`src/rtl/router_input_stage_pkg.sv`:
```
// Shared flit layout and FSM state type for the router input stage.
package router_input_stage_pkg;

   localparam int FLIT_W    = 14;
   localparam int TAIL_BIT  = 13;
   localparam int ROUTE_BIT = 12;

   typedef enum logic {
      IDLE = 1'b0,
      BUSY = 1'b1
   } state_t;

endpackage

```
`src/rtl/router_fifo.sv`:
```
// Input flit FIFO. Pointers carry one extra wrap bit so that full and empty
// are distinguishable without a separate occupancy counter.
module router_fifo #(
   parameter int DEPTH  = 8,
   parameter int FLIT_W = 14
) (
   input  logic              clk,
   input  logic              reset,
   input  logic              wr_en,
   input  logic [FLIT_W-1:0] wr_data,
   input  logic              rd_en,
   output logic [FLIT_W-1:0] rd_data,
   output logic              full,
   output logic              empty
);

   localparam int AW = $clog2(DEPTH);

   logic [AW:0]       wr_ptr;
   logic [AW:0]       rd_ptr;
   logic [FLIT_W-1:0] mem [DEPTH];
   logic              do_wr;
   logic              do_rd;

   assign full    = (wr_ptr[AW-1:0] == rd_ptr[AW-1:0]) && (wr_ptr[AW] != rd_ptr[AW]);
   assign empty   = (wr_ptr == rd_ptr);
   assign do_wr   = wr_en && !full;
   assign do_rd   = rd_en && !empty;
   assign rd_data = mem[rd_ptr[AW-1:0]];

   // Pointer update; a simultaneous write and read leaves occupancy unchanged.
   always_ff @(posedge clk) begin
      if (reset) begin
         wr_ptr <= '0;
         rd_ptr <= '0;
      end else begin
         if (do_wr) wr_ptr <= wr_ptr + 1'b1;
         if (do_rd) rd_ptr <= rd_ptr + 1'b1;
      end
   end

   // Storage array; contents need no reset because empty masks them.
   always_ff @(posedge clk) begin
      if (do_wr) mem[wr_ptr[AW-1:0]] <= wr_data;
   end

endmodule

```
`src/rtl/router_input_stage.sv`:
```
// Router input stage: buffers upstream flits, locks one output allocator per
// packet using the head flit's route bit, and releases it after the tail.
//
//   state | meaning
//   IDLE  | no packet locked; decode route of FIFO head when one is present
//   BUSY  | packet locked to req_<route>; forward flits until the tail leaves
module router_input_stage #(
   parameter int DEPTH  = 8,
   parameter int FLIT_W = 14
) (
   input  logic              clk,
   input  logic              reset,
   input  logic              in_valid,
   input  logic [FLIT_W-1:0] in_data,
   output logic              in_ready,
   output logic              req_0,
   output logic              req_1,
   input  logic              ready_0,
   input  logic              ready_1,
   output logic              out_valid,
   output logic [FLIT_W-1:0] out_data,
   output logic [15:0]       pkt_count
);

   import router_input_stage_pkg::*;

   state_t            state;
   logic              route;
   logic              full;
   logic              empty;
   logic              wr_en;
   logic              xfer;
   logic [FLIT_W-1:0] head;
   logic [15:0]       pkt_count_q;

   assign in_ready  = !full && !reset;
   assign wr_en     = in_valid && in_ready;
   assign out_valid = (state == BUSY) && !empty;
   // Only the locked allocator's ready matters; the other one is ignored.
   assign xfer      = out_valid && (route ? ready_1 : ready_0);
   assign out_data  = head;
   assign pkt_count = pkt_count_q;

   router_fifo #(
      .DEPTH  (DEPTH),
      .FLIT_W (FLIT_W)
   ) u_fifo (
      .clk     (clk),
      .reset   (reset),
      .wr_en   (wr_en),
      .wr_data (in_data),
      .rd_en   (xfer),
      .rd_data (head),
      .full    (full),
      .empty   (empty)
   );

   // Packet lock FSM: route latched from the head in IDLE, request held
   // through body gaps and dropped the cycle after the tail transfers.
   always_ff @(posedge clk) begin
      if (reset) begin
         state <= IDLE;
         route <= 1'b0;
         req_0 <= 1'b0;
         req_1 <= 1'b0;
      end else begin
         case (state)
            IDLE: begin
               if (!empty) begin
                  route <= head[ROUTE_BIT];
                  req_0 <= !head[ROUTE_BIT];
                  req_1 <= head[ROUTE_BIT];
                  state <= BUSY;
               end
            end
            BUSY: begin
               if (xfer && head[TAIL_BIT]) begin
                  req_0 <= 1'b0;
                  req_1 <= 1'b0;
                  state <= IDLE;
               end
            end
            default: begin
               req_0 <= 1'b0;
               req_1 <= 1'b0;
               state <= IDLE;
            end
         endcase
      end
   end

   // Saturating count of packets whose tail has been forwarded.
   always_ff @(posedge clk) begin
      if (reset) begin
         pkt_count_q <= '0;
      end else if (xfer && head[TAIL_BIT] && (pkt_count_q != 16'hFFFF)) begin
         pkt_count_q <= pkt_count_q + 16'd1;
      end
   end

endmodule

```
`config.mk`:
```
export PLATFORM = sky130hd
export DESIGN_NAME = router_input_stage
export DESIGN_NICKNAME = d
export VERILOG_FILES = /design/src/rtl/router_input_stage_pkg.sv /design/src/rtl/router_fifo.sv /design/src/rtl/router_input_stage.sv
export SDC_FILE = /design/constraint.sdc
export NUM_CORES = 1
export LEC_CHECK = 0
export BUFFER_PORTS_ARGS = -buffer_cell sky130_fd_sc_hd__clkbuf_2
export CORE_ASPECT_RATIO = 1.1
export CORE_MARGIN = 2
export CORE_UTILIZATION = 45
export DETAILED_ROUTE_END_ITERATION = 8
export PLACE_DENSITY_LB_ADDON = 0.3
export REMOVE_ABC_BUFFERS = 1
export SYNTH_ARGS = -nofsm -noshare
export SYNTH_HDL_FRONTEND = slang
export SYNTH_SLANG_ARGS = --single-unit
export TNS_END_PERCENT = 20
```
`constraint.sdc`:
```
create_clock -name clk -period 7.04 [get_ports clk]
set_input_delay 1.056 -clock clk [delete_from_list [all_inputs] [get_ports clk]]
set_output_delay 1.056 -clock clk [all_outputs]
set_load 0.1 [all_outputs]
```
# Word-level counts from Yosys, hierarchy flattened
# Memories as Yosys holds them, arrays and structs flattened. A register that Yosys moved wholly into a read port is not among the register bits.
# Cells that the tools add are included.
# op_classes
n_addsub	3
eq_ne	6
n_mux	13
bitwise	2
n_reduce_logical	15
# op_table
operator	n
$add 16x1->16 const B	1
$ne 16x16->1 const B	1
$logic_and 1x1->1	9
$add 4x1->4 const B	2
$mux 1	8
$mux 3	2
$pmux 1 s2	3
$eq 4x4->1	1
$logic_not 1->1	4
$reduce_and 2->1	2
$eq 3x3->1	1
$ne 2x1->1 const B	1
$ne 2x2->1 const B	1
$not 1->1	2
$ne 1x1->1	1
# totals
regBits	28
ramBits	112
out_inout_bits	34
elab_cells	47
n_memories	1
# mem_list
name	depth	word_bits	read_ports	rd_clocked_by_memory_dff	write_ports	line	rtl
u_fifo.mem	8	14	1	1	1	router_fifo.sv:21	logic [FLIT_W-1:0] mem [DEPTH];

# Logic depth before layout (Yosys ltp)
# Gate-level depths: netlist of the first run.
# logic_depth
depth_word	8
mapped_depth	8

# Hierarchy
# A second synthesis of the first run with hierarchy kept.
# unflattened
cells_unflattened	368
hier_area_um2	6040.8
# by_module_without_submodules
module	instances	cells_each	area_per_inst_um2	seq_area_each_um2
router_fifo	1	246	4966.0	3583.4
router_input_stage	1	122	1074.8	400.4

# Least setup slack after synthesis of the first run
# No wires, ideal clock.
# synth_timing
kind	in2reg
startpoint	input port reset
endpoint	memory u_fifo.mem[0][0] (enable)
setup_ns	0.422
arrival_time_ns	4.693
path_slack_ns	1.926
cell_stages	3
path_buffers	0
cell_sequence	a41oi_1 > nand2_1 > nor4_1
# synth_via
elab_chain_cells	6
# synth_lines
item	line	rtl
start, declared	router_input_stage.sv:12	input logic reset,
$logic_not 1->1	router_input_stage.sv:36	assign in_ready = !full && !reset;
$logic_and 1x1->1	router_input_stage.sv:36	
$logic_and 1x1->1	router_input_stage.sv:37	assign wr_en = in_valid && in_ready;
$logic_and 1x1->1	router_fifo.sv:27	assign do_wr = wr_en && !full;
$mux 1	router_fifo.sv:44	if (do_wr) mem[wr_ptr[AW-1:0]] <= wr_data;
$mux 1 (implied by the code)	router_fifo.sv:44	
end, declared	router_fifo.sv:21	
# Every way passes these cells.

==> flow_summary.json, run 1 <==
{
  "synth.yosys.seq_area_share_pct": 69.7,
  "clk_path_buf_depth": 2,
  "cts_tree": "yes",
  "rsz0062_at_grt": "false",
  "numPortBuffers": 52,
  "status": "finished clean",
  "layout_setup_ws_ns": 3.28,
  "first_iter_violations": 198,
  "final_cell_mix": "112 x edfxtp_1, 52 x clkbuf_2, 30 x dfxtp_1",
  "cp-end-kind": "output pin",
  "fin_crit_sh_pct": 53.4,
  "syn_inst": 337,
  "criticalPathCategory": "reg -> out",
  "path_max_fanout": 28,
  "hold_path_depth": 2,
  "critical_path_arrival_ns": 2.71,
  "io_pins": 53,
  "drtAntennaViolNets": 0,
  "first_global_vias": 3232,
  "start_util_pct": 45.8,
  "finalWeightedCongestion": 0.732,
  "nets": 422,
  "netlist_area_mm2": 0.00572,
  "syn2layout_area_growth_pct": 19.2,
  "powerDensity_mw_per_mm2": 298,
  "hold_end": "req_1$_SDFFE_PP0P_",
  "hp-class": "reg -> reg",
  "dr.pass1.iters": 5,
  "drive_above_1_share_pct": 34.9,
  "clock_skew_ns": 0.00998,
  "cp.required_ns": 5.98,
  "drv_cap": 0,
  "synth_ff_type": "edfxtp_1",
  "grt_pass1_wl_um": 17000,
  "overflow": 0,
  "antenna_cells": 0,
  "die_area_mm2": 0.0136,
  "ys_warn_count": 0,
  "async_flop_share_pct": 0,
  "worst_setup_path_start_kind": "flop",
  "wire_per_inst_um": 18.3,
  "antenna_found_initial": 0,
  "hold_buffers": 0,
  "rr_worst_depth": 5,
  "die_h_um": 122,
  "hold_viol": 0,
  "die_w_um": 111,
  "relSlewSlack_pct": 33.9,
  "post_cts_buffers": 0,
  "drt-total-wl_um": 10400,
  "ff2ff_setup_slack_ns": 3.92,
  "ctsResizeCount": 0,
  "via_per_inst": 5.50,
  "setup_tns_ns": 0,
  "clkLatencyLatePin_ns": 0.40,
  "numCtsBuffers": 17,
  "worst_pin_slew_ns": 0.992,
  "syn_avg_cell_area_um2": 17.0,
  "timing.fmax_mhz": 266,
  "r2r_end": "pkt_count[13]$_SDFFE_PP0P_",
  "clock-sinks": 143,
  "drv_slew": 0,
  "hpwl_um": 6380,
  "synth-seq-cells": 143,
  "grt_util_all_layers_pct": 16.5,
  "crit_chain": "mux4_2 > mux2_2 > clkbuf_2",
  "crit_path_top_delay_cell": "dfxtp_2",
  "setup_viol": 0,
  "min_period_ns": 3.76,
  "totalPowerFinal_w": 0.00203,
  "hp-start": "req_1$_SDFFE_PP0P_",
  "max_stage_delay_ns": 0.98,
  "final_common_cell": "edfxtp_1",
  "pre_cts_ws_ns": 3.45,
  "p_leak_nw": 2.30,
  "synth_edf_count": 112,
  "dr_total_vias": 3134,
  "h-tree-depth": 4,
  "num_rows": 43,
  "cts.clk_slew.worst_paths_ns": 0.06,
  "coreArea_mm2": 0.0125,
  "drc": 0,
  "post_synth_num_cell_types": 42,
  "cts_root_buf": "clkbuf_16",
  "ir_worst_vdd_uv": 182,
  "grt_max_degree": 36
}
cell usage after synthesis, drive strengths merged, types with 3 or more instances:
cell type / number / area [µm²]
or4: 4 / 30.0
mux4: 28 / 638
dfxtp: 31 / 621
and3: 3 / 23.8
or3: 5 / 31.3
buf: 9 / 61.3
o31ai: 3 / 22.5
and2: 4 / 25.0
a21oi: 9 / 45.0
o21ai: 5 / 25.0
xor2: 6 / 52.6
nor2: 24 / 90.1
ha: 3 / 37.5
nor3: 7 / 35.0
edfxtp: 112 / 3360
xnor2: 5 / 43.8
inv: 3 / 11.3
nand3: 11 / 55.1
nand2b: 3 / 18.8
mux2: 18 / 210
nand4: 5 / 31.3
clkbuf: 7 / 26.3
a41oi: 4 / 42.6
mux2i: 3 / 30.0
nor4: 3 / 18.8
nor2b: 3 / 18.8
nand2: 10 / 37.5
sequential cells by signal, indices dropped and copies added, names as in the netlist, named ones only:
signal and flops:
u_fifo.mem 112, pkt_count 16, u_fifo.rd_ptr 4, u_fifo.wr_ptr 4
req_0 1, req_1 1, route 1, state 1
power breakdown:
part	switching [W]	internal, W	leakage (nW)
Combinational	0.000100	0.0000373	0.726
Sequential	0.0000115	0.000924	1.26
Clock	0.000323	0.000638	0.307
per-layer routing:
layer / routed length (µm) / track usage (%) / share of wire (%)
met5: 0 / 0 / 0
met4: 73 / 4.40 / 0.70
met3: 496 / 5.14 / 4.8
met2: 5260 / 27.1 / 50
met1: 4610 / 21.8 / 44
cells by family after synthesis:
group | share of synthesized area [%]
buffers and inverters | 1.73
AO/OA/AOI/OAI | 3.13
AND/OR/NAND/NOR | 7.77
adder cells (fa/ha/maj) | 0.657
multiplexers | 15.4
XOR/XNOR | 1.68
flip-flops | 69.7
per-stage QoR:
| stage | hold WS, ns | cells | cell area (µm²) | util (%) |
|---|---|---|---|---|
| 5_1_grt | 0.521 | 570 | 6820 | 54.6 |
| 6_report | 0.488 | 570 | 6820 | 54.6 |
| 2_1_floorplan | 0.468 | 321 | 5630 | - |
| 4_1_cts | 0.492 | 570 | 6820 | 54.6 |
| 3_3_place_gp | 0.472 | 538 | 6180 | 49.5 |
| 3_5_place_dp | 0.482 | 538 | 6180 | 49.5 |
critical path, delay by kind of cell (launching register included):
family | cells | cell delay, ns
buffers and inverters | 1 | 0.38
muxes | 2 | 0.94
DFF | 1 | 0.98
area by class of cell:
| class | instances | area [µm²] |
|---|---|---|
| clock buffer | 21 | 450 |
| fill | 1008 | 5670 |
| clock inverter | 11 | 189 |
| multi-input combinational | 175 | 1660 |
| timing repair buffer | 60 | 320 |
| sequential | 143 | 3990 |
| inverter | 3 | 11.3 |
| tap | 157 | 196 |
how the worst max path moves through the flow:
stage / from / to
after floorplan: reset / u_fifo.mem[0][0]$_DFFE_PP_
after global routing: flop / out_data[12]
after CTS: flop / out_data[12]
after global placement: reset / in_ready
after detailed placement: reset / u_fifo.mem[6][1]$_DFFE_PP_
final: flop / out_data[12]
Note: power is estimated with default switching activity, not from simulation.
==> run 2: changes to the inputs <==
clock period = 3.9 ns   (was 7.04 ns; I/O delays follow)
==> flow_summary.json, run 2 (synthesis results as in run 1) <==
{
  "ir_worst_vdd_uv": 242,
  "grt_util_all_layers_pct": 16.8,
  "dr.pass1.iters": 4,
  "hold_path_depth": 1,
  "drtAntennaViolNets": 0,
  "drt-total-wl_um": 10700,
  "wire_per_inst_um": 18.6,
  "timing.fmax_mhz": 335,
  "antenna_cells": 0,
  "hold_viol": 0,
  "hold_end": "u_fifo.mem[6][6]$_DFFE_PP_",
  "clock-sinks": 143,
  "largest_reg_flops": 112,
  "die_h_um": 122,
  "fin_crit_sh_pct": 76.5,
  "numPortBuffers": 52,
  "final_common_cell": "edfxtp_1",
  "syn2layout_area_growth_pct": 18.1,
  "nets": 426,
  "criticalPathCategory": "reg -> out",
  "h-tree-depth": 4,
  "drv_cap": 0,
  "crit_chain": "buf_4 > mux4_2 > mux2_2 > clkbuf_2",
  "clkLatencyLatePin_ns": 0.40,
  "p_leak_nw": 2.28,
  "r2r_start": "u_fifo.wr_ptr[0]$_SDFFE_PP0P_",
  "grt_max_degree": 35,
  "worst_setup_path_start_kind": "flop",
  "ff2ff_setup_slack_ns": 1.24,
  "cts.clk_slew.worst_paths_ns": 0.06,
  "rsz0062_at_grt": "false",
  "setup_viol": 0,
  "hp-start": "in_data[6]",
  "clk_path_buf_depth": 2,
  "overflow": 0,
  "cp-end-kind": "output pin",
  "rr_worst_depth": 5,
  "max_stage_delay_ns": 0.55,
  "path_max_fanout": 20,
  "first_global_vias": 3196,
  "numCtsBuffers": 17,
  "ctsResizeCount": 0,
  "final_cell_mix": "112 x edfxtp_1, 52 x clkbuf_2, 30 x dfxtp_1",
  "clock_skew_ns": 0.00718,
  "start_util_pct": 45.8,
  "first_iter_violations": 194,
  "finalWeightedCongestion": 0.753,
  "cts_tree": "yes",
  "dr_total_vias": 3140,
  "cts_root_buf": "clkbuf_16",
  "hp-class": "in -> reg",
  "antenna_found_initial": 0,
  "pre_cts_ws_ns": 1.19,
  "status": "finished clean",
  "io_pins": 53,
  "layout_setup_ws_ns": 0.918,
  "grt_pass1_wl_um": 17100,
  "num_rows": 43,
  "setup_tns_ns": 0,
  "die_area_mm2": 0.0136,
  "coreArea_mm2": 0.0125,
  "worst_pin_slew_ns": 0.778,
  "crit_path_top_delay_cell": "dfxtp_1",
  "critical_path_arrival_ns": 2.40,
  "min_period_ns": 2.98,
  "powerDensity_mw_per_mm2": 500,
  "drv_slew": 0,
  "drc": 0,
  "die_w_um": 111,
  "totalPowerFinal_w": 0.00337,
  "relSlewSlack_pct": 48.0,
  "hpwl_um": 6710,
  "r2r_end": "pkt_count[13]$_SDFFE_PP0P_",
  "drive_above_1_share_pct": 35.0,
  "cp.required_ns": 3.31,
  "post_cts_buffers": 0,
  "hold_buffers": 0,
  "via_per_inst": 5.47
}
[run 2: cell types whose count changed in the layout (fill, tap and decap cells not counted), sizes merged]
cell / previous run / this run
bufinv: 5 / 0
inv: 4 / 5
clkinv: 3 / 4
buf: 8 / 12
clkbuf: 73 / 78
clkinvlp: 2 / 0
[run 2: critical path: cells and delay by family, from the launching register on]
family,cells,cell delay (ns)
DFF,1,0.55
muxes,2,0.67
buffers and inverters,2,0.76
[run 2: metrics by stage]
stage	instance area, µm²	cells	hold slack, ns	utilization [%]
finish	6750	574	0.453	54.1
global route	6750	574	0.453	54.1
CTS	6750	574	0.433	54.1
detailed placement	6220	542	0.479	49.8
global placement	6220	542	0.478	49.8
floorplan	5630	321	0.468	-
[run 2: per-layer routing]
metal,GRT usage [%],share of wire (%),vias to the layer above
met4,5.40,1.1,0
li1,-,-,1464
met5,0,0,-
met1,20.6,43,1599
met3,5.04,4.3,9
met2,28.8,51,68
[run 2: cell type report]
class	count	area, µm²
clock inverter	6	36.3
tap	157	196
inverter	3	11.3
sequential	143	3990
multi-input combinational	175	1660
fill	1008	5730
timing repair buffer	64	363
clock buffer	26	497
[run 2: worst max path at each step]
stage / to / slack, ns / cells after the start
floorplan: u_fifo.mem[0][0]$_DFFE_PP_ / -0.84 / 4
global placement: out_data[0] / 1.33 / 4
detailed placement: pkt_count[13]$_SDFFE_PP0P_ / 1.19 / 5
CTS: out_data[12] / 0.88 / 4
global route: out_data[12] / 0.79 / 4
finish: out_data[12] / 0.92 / 4
[run 2: where the power goes]
group,internal [W],switching [W]
clock,0.000875,0.000558
combinational,0.0000700,0.000187
sequential,0.00167,0.0000144
total,0.00261,0.000759
==> run 3: changes to the inputs <==
clock period = 2.9 ns   (was 3.9 ns; I/O delays follow)
==> flow_summary.json, run 3 (synthesis results as in run 1) <==
{
  "start_util_pct": 45.8,
  "min_period_ns": 2.75,
  "p_seq_share_pct": 48.2,
  "dr_total_vias": 3164,
  "hold_viol": 0,
  "clock-sinks": 143,
  "fillCellCount": 987,
  "die_h_um": 122,
  "final_cell_mix": "112 x edfxtp_1, 52 x clkbuf_2, 30 x dfxtp_1",
  "status": "finished clean",
  "p_leak_nw": 2.32,
  "critical_path_arrival_ns": 2.32,
  "p_int_w": 0.00369,
  "path_max_fanout": 12,
  "drt-total-wl_um": 10500,
  "post_cts_buffers": 0,
  "overflow": 0,
  "dr.pass1.iters": 4,
  "totalPowerFinal_w": 0.00470,
  "drive_above_1_share_pct": 35.5,
  "io_pins": 53,
  "via_per_inst": 5.48,
  "drv_slew": 0,
  "cts_tree": "yes",
  "grt_util_all_layers_pct": 16.7,
  "setup_tns_ns": 0,
  "rsz0062_at_grt": "false",
  "antenna_cells": 0,
  "clkPwrFrac_pct": 44.5,
  "largest_reg_flops": 112,
  "hold_end": "u_fifo.wr_ptr[1]$_SDFFE_PP0P_",
  "first_iter_violations": 293,
  "h-tree-depth": 4,
  "grt_pass1_wl_um": 17000,
  "relSlewSlack_pct": 63.4,
  "die_w_um": 111,
  "syn2layout_area_growth_pct": 19.3,
  "comb_power_share_pct": 7.3,
  "powerDensity_mw_per_mm2": 689,
  "finalWeightedCongestion": 0.721,
  "netSwitchingPower_w": 0.00101,
  "grt_max_degree": 35,
  "criticalPathCategory": "reg -> out",
  "switching_share_pct": 21.5,
  "cp-end-kind": "output pin",
  "ff2ff_setup_slack_ns": 0.55,
  "worst_setup_path_start_kind": "flop",
  "dpl_cell_area_mm2": 0.00624,
  "numCtsBuffers": 17,
  "antenna_found_initial": 0,
  "num_rows": 43,
  "cts.clk_slew.worst_paths_ns": 0.05,
  "cp.required_ns": 2.47,
  "clk_path_buf_depth": 2,
  "setup_viol": 0,
  "nets": 429,
  "clkLatencyLatePin_ns": 0.41,
  "ir_worst_vdd_uv": 333,
  "drc": 0,
  "r2r_end": "pkt_count[5]$_SDFFE_PP0P_",
  "ctsResizeCount": 1,
  "hp-start": "in_valid",
  "hp-class": "in -> reg",
  "clock_skew_ns": 0.00644,
  "hold_buffers": 0,
  "worst_pin_slew_ns": 0.552,
  "coreArea_mm2": 0.0125,
  "wire_per_inst_um": 18.2,
  "whs_ns": 0.292,
  "numPortBuffers": 52,
  "final_common_cell": "edfxtp_1",
  "timing.fmax_mhz": 363,
  "hold_path_depth": 3,
  "r2r_start": "u_fifo.wr_ptr[0]$_SDFFE_PP0P_",
  "die_area_mm2": 0.0136,
  "drv_cap": 0,
  "final_area_mm2": 0.00682,
  "drtAntennaViolNets": 0,
  "first_global_vias": 3250,
  "cts_root_buf": "clkbuf_16",
  "hpwl_um": 6540,
  "fin_crit_sh_pct": 95.0,
  "rr_worst_depth": 6
}
-- run 3: cell count changes in the layout (fill, tap and decap cells not counted), sizes merged --
cell / before / now
clkinv: 4 / 5
inv: 5 / 3
bufinv: 0 / 2
clkbuf: 78 / 77
buf: 12 / 15
-- run 3: power by group through the flow --
stage | clock network (W) | logic, W | registers [W]
finish | 0.00209 | 0.000344 | 0.00227
global route | 0.00221 | 0.000366 | 0.00227
CTS | 0.00214 | 0.000348 | 0.00227
detailed placement | 0 | 0.000347 | 0.00231
global placement | 0 | 0.000341 | 0.00231
floorplan | 0 | 0.000228 | 0.00233
-- run 3: routing by layer --
layer | vias to the layer above | GRT usage, % | wire length (µm)
li1 | 1473 | - | -
met1 | 1608 | 20.6 | 4560
met2 | 72 | 27.9 | 5350
met3 | 11 | 4.20 | 434
met4 | 0 | 8.18 | 160
met5 | - | 0 | 0
-- run 3: worst max-delay path, stage by stage (launching register included) --
cell and delay [ns]:
dfxtp_4 0.49, buf_4 0.24, mux4_2 0.52, mux2_2 0.29, clkbuf_2 0.37
-- run 3: area by class of cell --
cell class,count,area (µm²),area share [%]
Timing Repair Buffer,67,385,5.65
Clock buffer,25,495,7.26
Tap cell,157,196,2.88
Multi-Input combinational cell,175,1660,24.4
Sequential cell,143,3990,58.4
Clock inverter,7,85.1,1.25
Inverter,3,11.3,0.165
-- run 3: metrics by stage --
step / instances / setup WS, ns / util (%)
6_report: 577 / 0.145 / 54.7
5_1_grt: 577 / 0.0571 / 54.7
4_1_cts: 577 / 0.0958 / 54.7
3_5_place_dp: 545 / 0.412 / 50.0
3_3_place_gp: 545 / 0.440 / 50.0
2_1_floorplan: 321 / -1.84 / -
-- run 3: worst max-delay path by stage --
stage / from / endpoint / slack (ns) / depth (start not counted)
finish: flop / out_data[4] / 0.15 / 4
global route: flop / out_data[4] / 0.06 / 4
CTS: flop / out_data[4] / 0.1 / 4
detailed placement: flop / out_data[4] / 0.41 / 4
global placement: flop / out_data[4] / 0.44 / 4
floorplan: u_fifo.wr_ptr[1]$_SDFFE_PP0P_ / u_fifo.mem[0][0]$_DFFE_PP_ / -1.84 / 4
